<file path="src/rtl/cpu_types_pkg.sv">
// Shared CPU datapath types used by the GP register file write-back path.
package cpu_types;

   typedef logic        Clock;
   typedef logic        Bool;
   typedef logic [4:0]  RegId;
   typedef logic [31:0] Data;

   typedef struct packed {
      RegId rd;
      Data  data;
   } WbEntry;

   localparam int WB_FIFO_DEPTH = 4;

endpackage

</file>
<file path="src/rtl/wb_result_fifo.sv">
// Synchronous FIFO holding queued long-latency write-back results.
module wb_result_fifo
   import cpu_types::*;
#(
   parameter int DEPTH = WB_FIFO_DEPTH
)
(
   input  logic   clk,
   input  logic   reset,
   input  logic   push,
   input  WbEntry push_entry,
   input  logic   pop,
   output logic   full,
   output logic   empty,
   output WbEntry head
);

   localparam int PW = $clog2(DEPTH);
   localparam int CW = PW + 1;

   WbEntry        mem_q [DEPTH];
   WbEntry        mem_d [DEPTH];
   logic [PW-1:0] wr_ptr_q, wr_ptr_d;
   logic [PW-1:0] rd_ptr_q, rd_ptr_d;
   logic [CW-1:0] count_q, count_d;
   logic          do_push, do_pop;

   assign full  = (count_q == CW'(DEPTH));
   assign empty = (count_q == '0);
   assign head  = mem_q[rd_ptr_q];

   // Next-state for storage, pointers and occupancy; pointers wrap naturally at DEPTH.
   always_comb begin
      do_push  = push && !full;
      do_pop   = pop && !empty;
      mem_d    = mem_q;
      wr_ptr_d = wr_ptr_q;
      rd_ptr_d = rd_ptr_q;
      count_d  = count_q;
      if (do_push) begin
         mem_d[wr_ptr_q] = push_entry;
         wr_ptr_d        = wr_ptr_q + 1'b1;
      end
      if (do_pop) begin
         rd_ptr_d = rd_ptr_q + 1'b1;
      end
      case ({do_push, do_pop})
         2'b10:   count_d = count_q + 1'b1;
         2'b01:   count_d = count_q - 1'b1;
         default: count_d = count_q;
      endcase
   end

   // Control state; reset empties the queue without touching storage.
   always_ff @(posedge clk) begin
      if (reset) begin
         wr_ptr_q <= '0;
         rd_ptr_q <= '0;
         count_q  <= '0;
      end else begin
         wr_ptr_q <= wr_ptr_d;
         rd_ptr_q <= rd_ptr_d;
         count_q  <= count_d;
      end
   end

   // Entry storage; contents are meaningless while the matching slot is unoccupied.
   always_ff @(posedge clk) begin
      mem_q <= mem_d;
   end

endmodule

</file>
<file path="src/rtl/gp_writeback_unit.sv">
// GP register file write-back producer: merges ALU, LSU and MDU results into one
// registered write port and tracks in-flight destinations for hazard detection.
module gp_writeback_unit
   import cpu_types::*;
#(
   parameter int DEPTH = WB_FIFO_DEPTH
)
(
   input  logic        clk,
   input  logic        reset,
   input  logic        issue_valid,
   input  logic [4:0]  issue_rd,
   input  logic        alu_valid,
   input  logic [4:0]  alu_rd,
   input  logic [31:0] alu_data,
   input  logic        lsu_valid,
   input  logic [4:0]  lsu_rd,
   input  logic [31:0] lsu_data,
   output logic        lsu_ready,
   input  logic        mdu_valid,
   input  logic [4:0]  mdu_rd,
   input  logic [31:0] mdu_data,
   output logic        mdu_ready,
   output logic [4:0]  write_idx,
   output logic [31:0] write_data,
   output logic        write_enable,
   output logic [31:0] pending_mask
);

   // rr_mdu_q = 1 means MDU wins the next LSU/MDU contention.
   logic        rr_mdu_q, rr_mdu_d;
   logic        write_enable_q, write_enable_d;
   logic [4:0]  write_idx_q, write_idx_d;
   logic [31:0] write_data_q, write_data_d;
   logic [31:0] pending_q, pending_d;

   logic        grant_lsu, grant_mdu;
   logic        fifo_push, fifo_pop, fifo_full, fifo_empty;
   WbEntry      push_entry, fifo_head, sel_entry;
   logic        sel_valid;

   wb_result_fifo #(.DEPTH(DEPTH)) u_fifo (
      .clk        (clk),
      .reset      (reset),
      .push       (fifo_push),
      .push_entry (push_entry),
      .pop        (fifo_pop),
      .full       (fifo_full),
      .empty      (fifo_empty),
      .head       (fifo_head)
   );

   // Round-robin enqueue; full blocks a push even when a pop frees a slot this cycle,
   // so ready never depends on alu_valid.
   always_comb begin
      grant_lsu     = lsu_valid && (!mdu_valid || !rr_mdu_q);
      grant_mdu     = mdu_valid && (!lsu_valid || rr_mdu_q);
      lsu_ready     = !reset && !fifo_full && grant_lsu;
      mdu_ready     = !reset && !fifo_full && grant_mdu;
      fifo_push     = lsu_ready || mdu_ready;
      push_entry.rd   = lsu_ready ? lsu_rd : mdu_rd;
      push_entry.data = lsu_ready ? lsu_data : mdu_data;
      rr_mdu_d      = rr_mdu_q;
      if (lsu_ready) begin
         rr_mdu_d = 1'b1;
      end else if (mdu_ready) begin
         rr_mdu_d = 1'b0;
      end
   end

   // Write-port selection: ALU first, else FIFO head; writes to x0 are dropped but still pop.
   always_comb begin
      fifo_pop       = !alu_valid && !fifo_empty;
      sel_valid      = alu_valid || !fifo_empty;
      sel_entry      = alu_valid ? {alu_rd, alu_data} : fifo_head;
      write_enable_d = sel_valid && (sel_entry.rd != '0);
      write_idx_d    = write_idx_q;
      write_data_d   = write_data_q;
      if (write_enable_d) begin
         write_idx_d  = sel_entry.rd;
         write_data_d = sel_entry.data;
      end
   end

   // Scoreboard: clear on emitted write, then set on issue so a same-edge set wins.
   always_comb begin
      pending_d = pending_q;
      if (write_enable_q) begin
         pending_d[write_idx_q] = 1'b0;
      end
      if (issue_valid) begin
         pending_d[issue_rd] = 1'b1;
      end
      pending_d[0] = 1'b0;
   end

   // Registered state with synchronous reset.
   always_ff @(posedge clk) begin
      if (reset) begin
         rr_mdu_q       <= 1'b0;
         write_enable_q <= 1'b0;
         write_idx_q    <= '0;
         write_data_q   <= '0;
         pending_q      <= '0;
      end else begin
         rr_mdu_q       <= rr_mdu_d;
         write_enable_q <= write_enable_d;
         write_idx_q    <= write_idx_d;
         write_data_q   <= write_data_d;
         pending_q      <= pending_d;
      end
   end

   assign write_enable = write_enable_q;
   assign write_idx    = write_idx_q;
   assign write_data   = write_data_q;
   assign pending_mask = pending_q;

   // Upstream protocol checks; violations are caller bugs and are not recovered.
   // Re-issuing a register whose clearing write is on the port this cycle is legal.
   logic issue_clears_now;
   assign issue_clears_now = write_enable_q && (write_idx_q == issue_rd);

   a_issue_not_pending: assert property (@(posedge clk) disable iff (reset)
      !(issue_valid && (issue_rd != '0) && pending_q[issue_rd] && !issue_clears_now));

   a_alu_rd_not_pending: assert property (@(posedge clk) disable iff (reset)
      !(alu_valid && pending_q[alu_rd]));

   a_lsu_rd_pending: assert property (@(posedge clk) disable iff (reset)
      !(lsu_valid && lsu_ready && !pending_q[lsu_rd]));

   a_mdu_rd_pending: assert property (@(posedge clk) disable iff (reset)
      !(mdu_valid && mdu_ready && !pending_q[mdu_rd]));

endmodule

</file>
<file path="config.mk">
export PLATFORM = sky130hd
export DESIGN_NAME = gp_writeback_unit
export DESIGN_NICKNAME = d
export VERILOG_FILES = /design/src/rtl/cpu_types_pkg.sv /design/src/rtl/wb_result_fifo.sv /design/src/rtl/gp_writeback_unit.sv
export SDC_FILE = /design/constraint.sdc
export NUM_CORES = 1
export LEC_CHECK = 0
export BUFFER_PORTS_ARGS = -buffer_cell sky130_fd_sc_hd__buf_2
export CORE_MARGIN = 2
export CORE_UTILIZATION = 55
export CTS_CLUSTER_DIAMETER = 60
export DETAILED_ROUTE_END_ITERATION = 6
export GPL_TIMING_DRIVEN = 0
export MAX_ROUTING_LAYER = met4
export PLACE_DENSITY = 0.8
export RECOVER_POWER = 25
export SYNTH_ARGS = -nofsm -noshare
export SYNTH_HDL_FRONTEND = slang
export SYNTH_SLANG_ARGS = --single-unit
</file>
<file path="constraint.sdc">
create_clock -name clk -period 5.7 [get_ports clk]
set_input_delay 0.285 -clock clk [delete_from_list [all_inputs] [get_ports clk]]
set_output_delay 0.285 -clock clk [all_outputs]
set_load 0.02 [all_outputs]
</file>
==> impl_metrics.tcl <==
set metrics [dict create \
    p_leak_nw 4.21 \
    tritoncts "built" \
    crit_path_start_kind "register" \
    power.density_nw_per_um2 402 \
    sw_frac_of_total_pct 30.6 \
    yosysUniqueCellTypes 48 \
    multi_input_gate_area_in_the_final_layout_um2 3390 \
    diodes 0 \
    cpPeakStageDelay_ns 0.62 \
    hold-worst-slack_ns 0.138 \
    synth.area.top_cells "edfxtp_1 (45%), dfxtp_1 (16%), mux4_2 (7.8%)" \
    detail_route.drc_violations 0 \
    cts_root_buffer "clkbuf_16" \
    yosys_top_cell_by_area "edfxtp_1" \
    detail_route.iter0.violations 446 \
    hpwlAfterDp_um 14800 \
    cap_viol_max_count 0 \
    clock_path_buffers 3 \
    coreArea_um2 17400 \
    synth_seq_cells 225 \
    timing.max_slew.rel_slack_pct 33.8 \
    largest_net_degree_at_the_start_of_global_routing 30 \
    layout.area.seq_um2 5990 \
    timing.final.setup_violations 0 \
    total_count_of_max_transition_violations_in_the_final_report 0 \
    via_count_of_the_first_global_routing_pass 6491 \
    ant_nets 0 \
    muxShareOfSynthArea_pct 13.0 \
    all_layer_global_routing_usage_pct 23.7 \
    power.net_switching_mw 1.44 \
    routed_wirelength_um 21800 \
    power.sequential.fraction_pct 43.3 \
    layout.cells.most_common_list "nand2_1 (166), edfxtp_1 (148), buf_2 (130)" \
    synth_sequential_area_ratio_pct 61.1 \
    port_buffers 191 \
    combinational_share_of_power_pct 27.4 \
    finalHoldViolations 0 \
    number_of_nets_in_the_layout 1091 \
    hold_path_class "in2reg" \
    ioPinCount 194 \
    clkPwrFrac_pct 29.4 \
    synthSimpleGateAreaFrac_pct 9.88 \
    grt_antenna_before_repair 0 \
    critical_path.cell_chain "clkbuf_1 -> clkbuf_1 -> mux2_1 -> o22ai_1 -> o22a_1 -> and3_1 -> buf_6 -> buf_12 -> o32ai_2" \
    finClkSkew_ns 0.00681 \
    die_area_um2 18900 \
    cts-resized-gates 0 \
    route.detailed.wl_per_inst_um 18.1 \
    yosys.area_share.xor_xnor_pct 0.447 \
    synthToLayoutAreaGrowth_pct 19.4 \
    final.fill_count 1304 \
    max_freq_mhz 339 \
    critPathSlowestCell "clkbuf_1" \
    core.rowCount 48 \
    cts_max_level 1 \
    power_report.internal_total_mw 3.27 \
    die_width_um 137 \
    path_max_fanout 10 \
    dr_total_vias 6632 \
    globalRouteOverflowTotal 0 \
    post_synth_instance_area_um2 9800 \
    dominant_synthesized_flop_cell "edfxtp_1" \
    post_route_cells_drive_above_1_share_pct 26.0 \
    cp_data_required_time_ns 6.06 \
    post_drt_via_cell_ratio 5.51 \
    cp_dominant_cell_by_count "clkbuf_1" \
    post-cts-setup-buffers 0 \
    synthesis.instances 743 \
    fp.dieH_um 137 \
    post-route-period-util_pct 51.7 \
    timing.final.crit_period_ns 2.95 \
    setup_repair_after_global_routing_missed_its_margin "false" \
    path_clk_slew_ns 0.06 \
    numCtsBuffers 23 \
    first_pass_grt_wire_length_um 33200 \
    setup_tns_ns 0 \
    synth_compound_area_share_pct 10.4 \
    run_status "finished clean" \
    tightest_slew_ns 0.990 \
    critical_path.endpoint_type "register" \
    yosys.area.top_type_share_pct 45.3 \
    start_util_pct 56.5 \
    ir_worst_vdd_v 0.000300 \
    synth_nets 871 \
    clock-sinks 225 \
    synth_top_family_by_area "multiplexers" \
    drt-pass1-iter-count 5 \
    clk_latency_ns 0.50 \
    synth_area_per_cell_um2 13.2 \
    synth_edf_count 148 \
    cts_hold_repair.buffers 0 \
    criticalPathCategory "reg2reg" \
    mostFrequentLayoutCell "nand2_1" \
    crit_arrival_ns 3.30 \
    synth.yosys.warnings 0 \
    place_congestion 0.845 \
    synth_fa_ha_area_share_pct 0.843 \
    ys_async_sr_fraction_pct 0 \
]
-- path summary, 6_finish.rpt --
kind / from / to / slack, ns / cells after the start
setup / recovery: u_fifo.rd_ptr_q[0] / write_data[23] / 2.75 / 9
hold / removal: mdu_data[5] / u_fifo.mem_q[116] / 0.14 / 2
setup reg to reg: u_fifo.rd_ptr_q[0] / write_data[23] / 2.75 / 9
hold reg to reg: write_data[0] / write_data[0] / 0.48 / 2
-- critical path, delay by kind of cell (launching register included) --
family                 cells  cell delay, ns
AOI/OAI and AO/OA          3            0.54
buffers and inverters      4            1.36
muxes                      1            0.38
DFF                        1            0.30
and+or+nand+nor            1            0.22
-- per-stage QoR --
stage	instances	instance area [µm²]	util, %	setup slack, ns	total power, mW
6_report	1204	11700	67.4	2.75	4.70
4_1_cts	1204	11800	68.0	3.11	4.78
3_5_place_dp	1163	11100	64.1	3.12	3.40
2_1_floorplan	743	9800	-	3.44	3.03
5_1_grt	1204	11700	67.4	2.46	4.93
3_3_place_gp	1159	11000	63.6	2.52	3.36
-- cell families after synthesis --
| family | count (synthesis) |
|---|---|
| AOI/OAI and AO/OA | 120 |
| buffers and inverters | 84 |
| other | 1 |
| muxes | 77 |
| adders and majority gates | 6 |
| xor gates and xnor gates | 5 |
| DFF | 225 |
| and+or+nand+nor | 225 |
-- cells in the mapped netlist (6+ instances only) --
cell	count
nand2_1	166
o32ai_2	30
mux4_2	34
o21ai_0	32
clkbuf_1	23
nor2_1	16
a21oi_1	43
buf_2	9
dfxtp_1	77
mux2_1	38
edfxtp_1	148
nor3_1	6
inv_1	38
buf_6	6
-- cell type report --
cell class	instances	share of cell area, %
Inverter	39	1.25
Timing Repair Buffer	195	8.12
Clock inverter	13	0.770
Sequential cell	225	51.1
Tap cell	225	2.41
Clock buffer	28	5.08
Multi-Input combinational cell	434	29.0
Buffer	45	2.23
-- sequential cells by signal (all words and copies together), names as in the netlist, 2 cells and up --
register,count
write_data,32
u_fifo.mem_q,148
write_idx,5
u_fifo.count_q,3
pending_mask,31
u_fifo.wr_ptr_q,2
u_fifo.rd_ptr_q,2
-- routing by layer --
layer  wire [µm]  track usage [%]
met1        9190             30.4
met2       10500             39.3
met3        1440             3.20
met4         628             8.19
met5           0                -
-- power by group through the flow --
stage	registers, mW	clock network, mW	logic (mW)
CTS	2.03	1.41	1.33
global route	2.05	1.46	1.41
global placement	2.06	0	1.30
detailed placement	2.07	0	1.33
floorplan	2.15	0	0.877
finish	2.04	1.38	1.29
Power figures use the tool's default switching activity.
